`src/rtl/ctrl_pipe_if.sv`:
```
// Signal bundle between the ID-stage front end and the pipelined control unit.
// The control unit is the slave; whoever drives the ID-stage fields is the master.
interface ctrl_pipe_if #(
    parameter int CTRL_WIDTH = 16,
    parameter int CNT_W      = 16
);
    logic                  valid_i;
    logic [6:0]            opcode_i;
    logic [4:0]            rs1_i;
    logic [4:0]            rs2_i;
    logic [4:0]            rd_i;
    logic                  flush_i;
    logic [CTRL_WIDTH-1:0] ctrl_ex_o;
    logic [CTRL_WIDTH-1:0] ctrl_mem_o;
    logic [CTRL_WIDTH-1:0] ctrl_wb_o;
    logic [4:0]            rd_wb_o;
    logic                  stall_o;
    logic                  illegal_o;
    logic                  illegal_seen_o;
    logic [CNT_W-1:0]      stall_cnt_o;

    modport master (
        output valid_i, opcode_i, rs1_i, rs2_i, rd_i, flush_i,
        input  ctrl_ex_o, ctrl_mem_o, ctrl_wb_o, rd_wb_o,
               stall_o, illegal_o, illegal_seen_o, stall_cnt_o
    );

    modport slave (
        input  valid_i, opcode_i, rs1_i, rs2_i, rd_i, flush_i,
        output ctrl_ex_o, ctrl_mem_o, ctrl_wb_o, rd_wb_o,
               stall_o, illegal_o, illegal_seen_o, stall_cnt_o
    );
endinterface

```
`src/rtl/ctrl_pipe.sv`:
```
// RV32I pipelined control unit: decodes the ID opcode, carries the control bundle and rd
// through ID/EX, EX/MEM and MEM/WB, and handles load-use stalls, flushes and illegal opcodes.
module ctrl_pipe #(
    parameter int CTRL_WIDTH = 16,
    parameter int CNT_W      = 16
) (
    input  logic          clk_i,
    input  logic          rst_ni,
    ctrl_pipe_if.slave    bus
);
    localparam logic [6:0] OP_R      = 7'b0110011;
    localparam logic [6:0] OP_I      = 7'b0010011;
    localparam logic [6:0] OP_LOAD   = 7'b0000011;
    localparam logic [6:0] OP_STORE  = 7'b0100011;
    localparam logic [6:0] OP_BRANCH = 7'b1100011;
    localparam logic [6:0] OP_JAL    = 7'b1101111;
    localparam logic [6:0] OP_JALR   = 7'b1100111;
    localparam logic [6:0] OP_LUI    = 7'b0110111;
    localparam logic [6:0] OP_AUIPC  = 7'b0010111;

    logic [CTRL_WIDTH-1:0] ctrl_stage_reg [3];
    logic [4:0]            rd_stage_reg   [3];
    logic                  illegal_reg;
    logic                  illegal_seen_reg;
    logic [CNT_W-1:0]      stall_cnt_reg;

    logic [CTRL_WIDTH-1:0] ctrl_id;
    logic                  rs1_used;
    logic                  rs2_used;
    logic                  hazard;
    logic                  stall;
    logic                  bubble;

    // Decode; an invalid ID slot decodes to the all-zero bubble.
    always_comb begin
        ctrl_id  = '0;
        rs1_used = 1'b0;
        rs2_used = 1'b0;
        if (bus.valid_i) begin
            unique case (bus.opcode_i)
                OP_R:      begin ctrl_id[1] = 1'b1; ctrl_id[5] = 1'b1; ctrl_id[7:6] = 2'b10;
                                 rs1_used = 1'b1; rs2_used = 1'b1; end
                OP_I:      begin ctrl_id[1] = 1'b1; ctrl_id[7:6] = 2'b10; rs1_used = 1'b1; end
                OP_LOAD:   begin ctrl_id[0] = 1'b1; ctrl_id[1] = 1'b1; ctrl_id[3] = 1'b1;
                                 rs1_used = 1'b1; end
                OP_STORE:  begin ctrl_id[2] = 1'b1; rs1_used = 1'b1; rs2_used = 1'b1; end
                OP_BRANCH: begin ctrl_id[4] = 1'b1; ctrl_id[5] = 1'b1; ctrl_id[7:6] = 2'b01;
                                 rs1_used = 1'b1; rs2_used = 1'b1; end
                OP_JAL:    begin ctrl_id[1] = 1'b1; ctrl_id[8] = 1'b1; end
                OP_JALR:   begin ctrl_id[1] = 1'b1; ctrl_id[9] = 1'b1; rs1_used = 1'b1; end
                OP_LUI:    begin ctrl_id[1] = 1'b1; ctrl_id[10] = 1'b1; end
                OP_AUIPC:  begin ctrl_id[1] = 1'b1; ctrl_id[11] = 1'b1; end
                default:   ctrl_id[12] = 1'b1;
            endcase
        end
    end

    assign hazard = ctrl_stage_reg[0][3] && (rd_stage_reg[0] != 5'd0) && bus.valid_i &&
                    ((rs1_used && (bus.rs1_i == rd_stage_reg[0])) ||
                     (rs2_used && (bus.rs2_i == rd_stage_reg[0])));
    // A taken flush kills the ID instruction anyway, so holding IF/ID would be pointless.
    assign stall  = hazard && !bus.flush_i;
    assign bubble = hazard || bus.flush_i;

    always_ff @(posedge clk_i or negedge rst_ni) begin
        if (!rst_ni) begin
            ctrl_stage_reg[0] <= '0;
            rd_stage_reg[0]   <= '0;
        end else if (bubble) begin
            ctrl_stage_reg[0] <= '0;
            rd_stage_reg[0]   <= '0;
        end else begin
            ctrl_stage_reg[0] <= ctrl_id;
            rd_stage_reg[0]   <= bus.valid_i ? bus.rd_i : 5'd0;
        end
    end

    // EX/MEM and MEM/WB advance unconditionally.
    generate
        for (genvar gi = 1; gi < 3; gi++) begin : g_stage
            always_ff @(posedge clk_i or negedge rst_ni) begin
                if (!rst_ni) begin
                    ctrl_stage_reg[gi] <= '0;
                    rd_stage_reg[gi]   <= '0;
                end else begin
                    ctrl_stage_reg[gi] <= ctrl_stage_reg[gi-1];
                    rd_stage_reg[gi]   <= rd_stage_reg[gi-1];
                end
            end
        end
    endgenerate

    always_ff @(posedge clk_i or negedge rst_ni) begin
        if (!rst_ni) begin
            illegal_reg      <= 1'b0;
            illegal_seen_reg <= 1'b0;
            stall_cnt_reg    <= '0;
        end else begin
            illegal_reg      <= ctrl_stage_reg[0][12];
            illegal_seen_reg <= illegal_seen_reg | ctrl_stage_reg[0][12];
            if (stall && (stall_cnt_reg != {CNT_W{1'b1}}))
                stall_cnt_reg <= stall_cnt_reg + CNT_W'(1);
        end
    end

    assign bus.ctrl_ex_o      = ctrl_stage_reg[0];
    assign bus.ctrl_mem_o     = ctrl_stage_reg[1];
    assign bus.ctrl_wb_o      = ctrl_stage_reg[2];
    assign bus.rd_wb_o        = rd_stage_reg[2];
    assign bus.stall_o        = stall;
    assign bus.illegal_o      = illegal_reg;
    assign bus.illegal_seen_o = illegal_seen_reg;
    assign bus.stall_cnt_o    = stall_cnt_reg;
endmodule

```
`src/flat_wrapper.sv`:
```
// flat-port wrapper written by rule: the top's interface ports become plain ports
module ctrl_pipe_flat 
#(
    parameter int CTRL_WIDTH = 16,
    parameter int CNT_W      = 16
)
  (clk_i, rst_ni, bus_valid_i, bus_opcode_i, bus_rs1_i, bus_rs2_i, bus_rd_i, bus_flush_i, bus_ctrl_ex_o, bus_ctrl_mem_o, bus_ctrl_wb_o, bus_rd_wb_o, bus_stall_o, bus_illegal_o, bus_illegal_seen_o, bus_stall_cnt_o);
  ctrl_pipe_if #(.CTRL_WIDTH(CTRL_WIDTH), .CNT_W(CNT_W)) bus_i ();
  input  logic clk_i;
  input  logic rst_ni;
  input wire logic [$bits(bus_i.valid_i)-1:0] bus_valid_i;
  input wire logic [$bits(bus_i.opcode_i)-1:0] bus_opcode_i;
  input wire logic [$bits(bus_i.rs1_i)-1:0] bus_rs1_i;
  input wire logic [$bits(bus_i.rs2_i)-1:0] bus_rs2_i;
  input wire logic [$bits(bus_i.rd_i)-1:0] bus_rd_i;
  input wire logic [$bits(bus_i.flush_i)-1:0] bus_flush_i;
  output wire logic [$bits(bus_i.ctrl_ex_o)-1:0] bus_ctrl_ex_o;
  output wire logic [$bits(bus_i.ctrl_mem_o)-1:0] bus_ctrl_mem_o;
  output wire logic [$bits(bus_i.ctrl_wb_o)-1:0] bus_ctrl_wb_o;
  output wire logic [$bits(bus_i.rd_wb_o)-1:0] bus_rd_wb_o;
  output wire logic [$bits(bus_i.stall_o)-1:0] bus_stall_o;
  output wire logic [$bits(bus_i.illegal_o)-1:0] bus_illegal_o;
  output wire logic [$bits(bus_i.illegal_seen_o)-1:0] bus_illegal_seen_o;
  output wire logic [$bits(bus_i.stall_cnt_o)-1:0] bus_stall_cnt_o;
  assign bus_i.valid_i = bus_valid_i;
  assign bus_i.opcode_i = bus_opcode_i;
  assign bus_i.rs1_i = bus_rs1_i;
  assign bus_i.rs2_i = bus_rs2_i;
  assign bus_i.rd_i = bus_rd_i;
  assign bus_i.flush_i = bus_flush_i;
  assign bus_ctrl_ex_o = bus_i.ctrl_ex_o;
  assign bus_ctrl_mem_o = bus_i.ctrl_mem_o;
  assign bus_ctrl_wb_o = bus_i.ctrl_wb_o;
  assign bus_rd_wb_o = bus_i.rd_wb_o;
  assign bus_stall_o = bus_i.stall_o;
  assign bus_illegal_o = bus_i.illegal_o;
  assign bus_illegal_seen_o = bus_i.illegal_seen_o;
  assign bus_stall_cnt_o = bus_i.stall_cnt_o;
  ctrl_pipe #(.CTRL_WIDTH(CTRL_WIDTH), .CNT_W(CNT_W)) u_core (.clk_i(clk_i), .rst_ni(rst_ni), .bus(bus_i));
endmodule
```
`config.mk`:
```
export PLATFORM = sky130hd
export DESIGN_NAME = ctrl_pipe_flat
export DESIGN_NICKNAME = d
export VERILOG_FILES = /design/src/rtl/ctrl_pipe_if.sv /design/src/rtl/ctrl_pipe.sv /design/src/flat_wrapper.sv
export SDC_FILE = /design/constraint.sdc
export NUM_CORES = 1
export LEC_CHECK = 0
export BUFFER_PORTS_ARGS = -buffer_cell sky130_fd_sc_hd__buf_2
export CAP_MARGIN = 10
export CORE_MARGIN = 2
export CORE_UTILIZATION = 53
export DETAILED_ROUTE_END_ITERATION = 10
export HOLD_SLACK_MARGIN = 0.08
export PLACE_DENSITY = 0.89
export SKIP_CTS_REPAIR_TIMING = 1
export SYNTH_ARGS = -nofsm -noshare
export SYNTH_HDL_FRONTEND = slang
export SYNTH_SLANG_ARGS = --single-unit
```
`constraint.sdc`:
```
create_clock -name clk_i -period 2.8 [get_ports clk_i]
set_input_delay 0.28 -clock clk_i [delete_from_list [all_inputs] [get_ports clk_i]]
set_output_delay 0.28 -clock clk_i [all_outputs]
set_load 0.005 [all_outputs]
```
==> results.yml, run 1 <==
logic_synthesis:
  yosys_warnings: 0
  synthSimpleGateAreaFrac_pct: 16.2
  synth_compound_area_share_pct: 3.78
  ys_top_cells_by_count: "dfrtp_1 (68), xnor2_1 (21), buf_4 (19), nand4_1 (11), nand3_1 (9)"
  yosysMostFrequentCell: "dfrtp_1"
  synth_top_area_share_pct: 63.5
  synth_area_um2: 2680
  synthArstFlopShare_pct: 100
  synth_fa_ha_area_share_pct: 0.467
  synth_top_cell_by_area: "dfrtp_1"
  ys_seq_area_share_pct: 63.5
  synthFlopType: "dfrtp_1"
  avgSynthCellArea_um2: 12.5
  muxShareOfSynthArea_pct: 1.21
  synth_top_family_by_area: "simple AND/OR/NAND/NOR gates"
  synth_cells: 214
  synth_area_leaders: "dfrtp_1 (63%), xnor2_1 (6.9%), buf_4 (5.3%)"
  synthDistinctLibCells: 38
  synth_xor_area_share_pct: 7.51
  synth_edf_count: 0
  ys_ff_latch: 68
critical_path:
  crit_path_max_fanout: 15
  arrival_ns: 2.01
  r2r_start: "u_core.bus.stall_cnt_o[7]$_DFFE_PN0P_"
  cp-startpoint: "u_core.rd_stage_reg[14]$_DFF_PN0_"
  end_kind: "output pin"
  crit_type: "flip-flop to output pin"
  r2r_slack_ns: 0.67
  worstReg2RegEnd: "u_core.bus.stall_cnt_o[1]$_DFFE_PN0P_"
  crit_path_end: "bus_stall_o"
  critPathLaunchType: "flip-flop"
  crit_required_ns: 2.52
  ff2ff_path_depth: 6
clocking:
  cts.clk_slew.worst_paths_ns: 0.08
  cts_max_path_buffers: 2
  clock-root-buffer: "clkbuf_8"
  clkLatencyLatePin_ns: 0.34
  cts_buffers: 9
  cts_tree: "yes"
  htreeDepth: 3
  cts_sinks: 68
sta:
  max_freq_mhz: 436
  hold_viol: 0
  finalClockSkew_ns: 0.00815
  finalSetupTns_ns: 0
  setup_slack_ns: 0.508
  final_max_slew_viol_count: 0
  rsz0062_at_grt: "no"
  fin_crit_ns: 2.29
  finalCritPeriodShare_pct: 81.9
  tightest_slew_ns: 0.567
  timing.hold.ws_ns: 0.144
  relSlewSlack_pct: 62.2
  final-setup-viol-count: 0
placed_design:
  globalplace.congestion: 0.870
  place_area_um2: 3080
  hpwl_mm: 3.81
  post-place-ws_ns: 0.701
  io_buffers: 88
pwr:
  p_int_mw: 1.45
  clkPwrFrac_pct: 41.9
  p_leak_nw: 1.79
  p_sw_mw: 0.442
  ir_worst_vdd_v: 0.000337
  switching_share_pct: 23.4
  finalPower_mw: 1.89
  pwr-share-seq_pct: 53.0
  powerDensity_nw_per_um2: 574
  combPwrFrac_pct: 5.1
drt:
  first_pass_iters: 5
  drtIter0Drc: 154
  wl_per_cell_um: 14.2
  drc: 0
  post_drt_via_cell_ratio: 5.07
  drt-met1-wl_mm: 2.20
  routed_wl_mm: 5.28
  vias: 1892
  ant_nets: 0
  wl_met2_mm: 2.66
  top_layer_used: "met4"
  wl_met3_um: 342
floorplan:
  coreArea_um2: 4790
  dieHeight_um: 75.1
  die_area_um2: 5640
  start_util_pct: 56.0
  rows: 25
  die_w_um: 75.1
  io_pins: 98
global_route:
  grt_pass1_wl_mm: 8.45
  grt_pass1_vias: 1788
  grt_usage_pct: 20.8
  antenna_found_initial: 0
  grt-ovfl-total: 0
  grt_start_max_net_pins: 40
layout:
  largest_reg_flops: 16
  fill_cells: 357
  layout-drive-gt1-share_pct: 37.9
  nets: 328
  fin_area_um2: 3290
  syn_to_final_growth_pct: 22.7
  antenna_cells: 0
outcome:
  run_status: "finished, final reports clean"
worst_hold_path:
  hold_path.class: "input pin to flip-flop"
  holdPathStages: 2
flow_run:
  max_cap_violations: 0
-- per-layer routing --
metal	global-route usage (%)	vias to the layer above
met5	0	-
met4	9.72	0
met3	6.43	6
met2	32.8	90
met1	26.4	909
li1	-	887
-- per-stage QoR --
step,std cells,util [%]
after floorplan,222,-
after global placement,356,64.3
after detailed placement,356,64.3
after CTS,372,68.5
after global routing,373,68.7
final,373,68.7
-- critical path, stage by stage, from the launching register on --
cell	delay, ns
dfrtp_1	0.44
xor2_1	0.18
nor2_1	0.08
o2111ai_1	0.12
o22ai_2	0.46
and3_2	0.27
buf_2	0.11
-- area by class of cell --
class,instances,area [µm²],area share [%]
well taps,67,83.8,2.55
clock buffers,9,124,3.77
repair buffers,92,473,14.4
inverters,4,15.0,0.456
clock inverters,7,76.3,2.32
flip-flops and latches,68,1700,51.7
multi-input cells,126,816,24.8
-- power by group through the flow --
stage	logic, mW	registers (mW)	clock network (mW)
after floorplan	0.0553	1.02	0
after global placement	0.0931	1.02	0
after detailed placement	0.0962	1.02	0
after CTS	0.0975	1.00	0.809
after global routing	0.110	1.00	0.858
final	0.0970	1.00	0.791
-- layout by cell type, fill, tap and decap left out, types with 3 or more instances in the layout --
master	n
nor2_1	7
a21oi_1	5
xnor2_1	21
nor4_1	4
conb_1	9
and2_1	8
nand3_1	9
clkbuf_8	9
nand4_1	11
buf_2	88
buf_4	3
inv_1	3
and4_1	3
nand2b_1	5
and3_1	8
nand2_1	8
nor3_1	6
dfrtp_1	68
-- cells by family after synthesis --
family / after synthesis
simple gates: 76
flops: 68
buf+inv: 28
xor+xnor: 23
compound gates: 14
mux: 3
fa+ha+maj: 1
other cells: 1
-- worst min-delay path by stage --
| stage | to | slack [ns] | start |
|---|---|---|---|
| after detailed placement | u_core.bus.ctrl_mem_o[12]$_DFF_PN0_ | 0.31 | rst_ni |
| after CTS | u_core.bus.ctrl_ex_o[5]$_DFF_PN0_ | -0.05 | rst_ni |
| after floorplan | u_core.bus.ctrl_ex_o[10]$_DFF_PN0_ | -0.02 | rst_ni |
| after global routing | u_core.rd_stage_reg[10]$_DFF_PN0_ | 0.14 | bus_rd_i[0] |
| after global placement | u_core.bus.ctrl_mem_o[12]$_DFF_PN0_ | 0.30 | rst_ni |
| final | u_core.rd_stage_reg[12]$_DFF_PN0_ | 0.14 | bus_rd_i[2] |
Note: power is estimated with default switching activity, not from simulation.
==> run 2, diff against run 1 <==
Settings changed: CORE_UTILIZATION 53 to 49, PLACE_DENSITY 0.89 to 0.83.
Clock period 2.8 ns to 2.35 ns, I/O delays scaled along.
==> run 2 against run 1 <==
  * Clock power grew 9.2%
  * Total power up 15%
  * Sequential share of layout area hardly changed
  * Critical path depth stayed put
  * Non-clock buffer count fell by 1
  * Combinational power is 22% higher
  * Routed wire length is essentially flat
  * Global-route usage shrank 3.0 points
  * Final cell count up 0.54%
  * Clock skew decreased by 0.00094 ns
==> results.yml, run 2 (synthesis results as in run 1) <==
critical_path:
  arrival_ns: 1.98
  end_kind: "output pin"
  crit_type: "flip-flop to output pin"
  critPathLaunchType: "flip-flop"
  crit_path_max_fanout: 14
  ff2ff_path_depth: 6
  path_cells: "xor2_1 > nor2_1 > o2111ai_1 > o22ai_4 > and3_2 > buf_2"
  r2r_start: "u_core.bus.stall_cnt_o[6]$_DFFE_PN0P_"
  path_buf_inv: 1
  worstReg2RegEnd: "u_core.bus.stall_cnt_o[1]$_DFFE_PN0P_"
  cp_slowest_stage_delay_ns: 0.46
  cp_slowest_cell: "dfrtp_1"
  r2r_slack_ns: 0.25
  crit_family: "compound AO/OA/AOI/OAI gates"
  crit_required_ns: 2.12
layout:
  final_cell_mix: "buf_2 (88), dfrtp_1 (68), xnor2_1 (21)"
  antenna_cells: 0
  nets: 327
  largest_reg_flops: 16
  layout-drive-gt1-share_pct: 37.7
  syn_to_final_growth_pct: 22.8
  fill_cells: 434
  mostFrequentLayoutCell: "buf_2"
floorplan:
  die_area_um2: 6080
  io_pins: 98
  start_util_pct: 51.5
  die_w_um: 78.0
  rows: 26
  dieHeight_um: 78.0
  coreArea_um2: 5200
sta:
  fin_crit_ns: 2.22
  finalClockSkew_ns: 0.00722
  finalSetupTns_ns: 0
  relSlewSlack_pct: 59.3
  final_max_slew_viol_count: 0
  max_freq_mhz: 451
  finalCritPeriodShare_pct: 94.3
  final-setup-viol-count: 0
  rsz0062_at_grt: "no"
  hold_viol: 0
  tightest_slew_ns: 0.610
global_route:
  grt_pass1_wl_mm: 8.30
  grt_start_max_net_pins: 44
  grt_pass1_vias: 1721
  antenna_found_initial: 0
  grt-ovfl-total: 0
  grt_usage_pct: 17.8
worst_hold_path:
  hold_path.class: "input pin to flip-flop"
  holdPathStages: 2
  holdCritStartpoint: "bus_rd_i[4]"
  holdPathEnd: "u_core.rd_stage_reg[14]$_DFF_PN0_"
clocking:
  clock-root-buffer: "clkbuf_8"
  cts_max_path_buffers: 2
  clkLatencyLatePin_ns: 0.34
  cts_buffers: 9
  cts_tree: "yes"
  cts_sinks: 68
  htreeDepth: 3
  cts.clk_slew.worst_paths_ns: 0.07
drt:
  vias: 1862
  wl_per_cell_um: 14.1
  drtIter0Drc: 92
  first_pass_iters: 4
  ant_nets: 0
  drc: 0
  routed_wl_mm: 5.28
  post_drt_via_cell_ratio: 4.97
pwr:
  ir_worst_vdd_v: 0.000577
  powerDensity_nw_per_um2: 661
  finalPower_mw: 2.18
  p_leak_nw: 1.77
placed_design:
  hpwl_mm: 3.98
  globalplace.congestion: 0.884
  io_buffers: 88
flow_run:
  max_cap_violations: 0
outcome:
  run_status: "finished, final reports clean"
[run 2: cell types whose count changed in the layout (fill, tap and decap cells not counted)]
cell,change
buf_12,+1
buf_4,-2
bufinv_16,-1
clkbuf_8,+1
clkinv_2,-1
clkinvlp_4,+1
o22ai_2,-1
o22ai_4,+1
[run 2: final cells by class]
type | instances | area [µm²] | area share, %
clock inverter | 6 | 48.8 | 1.48
sequential | 68 | 1700 | 51.7
tap | 70 | 87.6 | 2.66
timing repair buffer | 91 | 478 | 14.5
multi-input combinational | 126 | 823 | 25.0
clock buffer | 10 | 138 | 4.18
inverter | 4 | 15.0 | 0.456
[run 2: worst max path at each step]
| stage | slack (ns) | end | startpoint | depth (start not counted) |
|---|---|---|---|---|
| 6_report | 0.13 | bus_stall_o | u_core.rd_stage_reg[14]$_DFF_PN0_ | 6 |
| 5_1_grt | 0.02 | bus_stall_o | u_core.rd_stage_reg[12]$_DFF_PN0_ | 6 |
| 4_1_cts | 0.06 | bus_stall_o | u_core.rd_stage_reg[14]$_DFF_PN0_ | 6 |
| 3_5_place_dp | 0.27 | u_core.bus.stall_cnt_o[1]$_DFFE_PN0P_ | u_core.bus.stall_cnt_o[6]$_DFFE_PN0P_ | 6 |
| 3_3_place_gp | 0.35 | u_core.bus.stall_cnt_o[1]$_DFFE_PN0P_ | u_core.rd_stage_reg[11]$_DFF_PN0_ | 6 |
| 2_1_floorplan | 0.49 | u_core.bus.stall_cnt_o[1]$_DFFE_PN0P_ | u_core.rd_stage_reg[11]$_DFF_PN0_ | 6 |
[run 2: where the power goes]
part | total (mW) | leakage, nW | internal (mW) | switching, mW
Sequential | 1.19 | 0.934 | 1.18 | 0.00925
Combinational | 0.118 | 0.756 | 0.0469 | 0.0709
Clock | 0.864 | 0.0851 | 0.418 | 0.447
Total | 2.18 | 1.77 | 1.65 | 0.527
[run 2: per-layer routing]
metal  vias up  global-route usage, %  wire, µm
met3         7                   6.28       309
met5         -                      0         0
li1        890                      -         -
met1       900                   23.3      2370
met4         0                   5.79        55
met2        65                   27.9      2540
[run 2: worst register-to-register path: stages (launching register included)]
cell     delay, ns
dfrtp_1       0.40
and3_1        0.19
and2_1        0.19
nand4_1       0.18
o311a_2       0.55
nand2_1       0.15
mux2_2        0.33
[run 2: metrics by stage]
step                setup slack, ns  util, %  std cells  instance area [µm²]  hold WS [ns]
floorplan                     0.486        -        222                 2710       -0.0606
global placement              0.346     59.3        358                 3090         0.266
detailed placement            0.272     59.3        358                 3090         0.272
CTS                          0.0638     62.9        374                 3270       -0.0966
global route                 0.0235     63.2        375                 3290        0.0868
finish                        0.133     63.2        375                 3290        0.0932
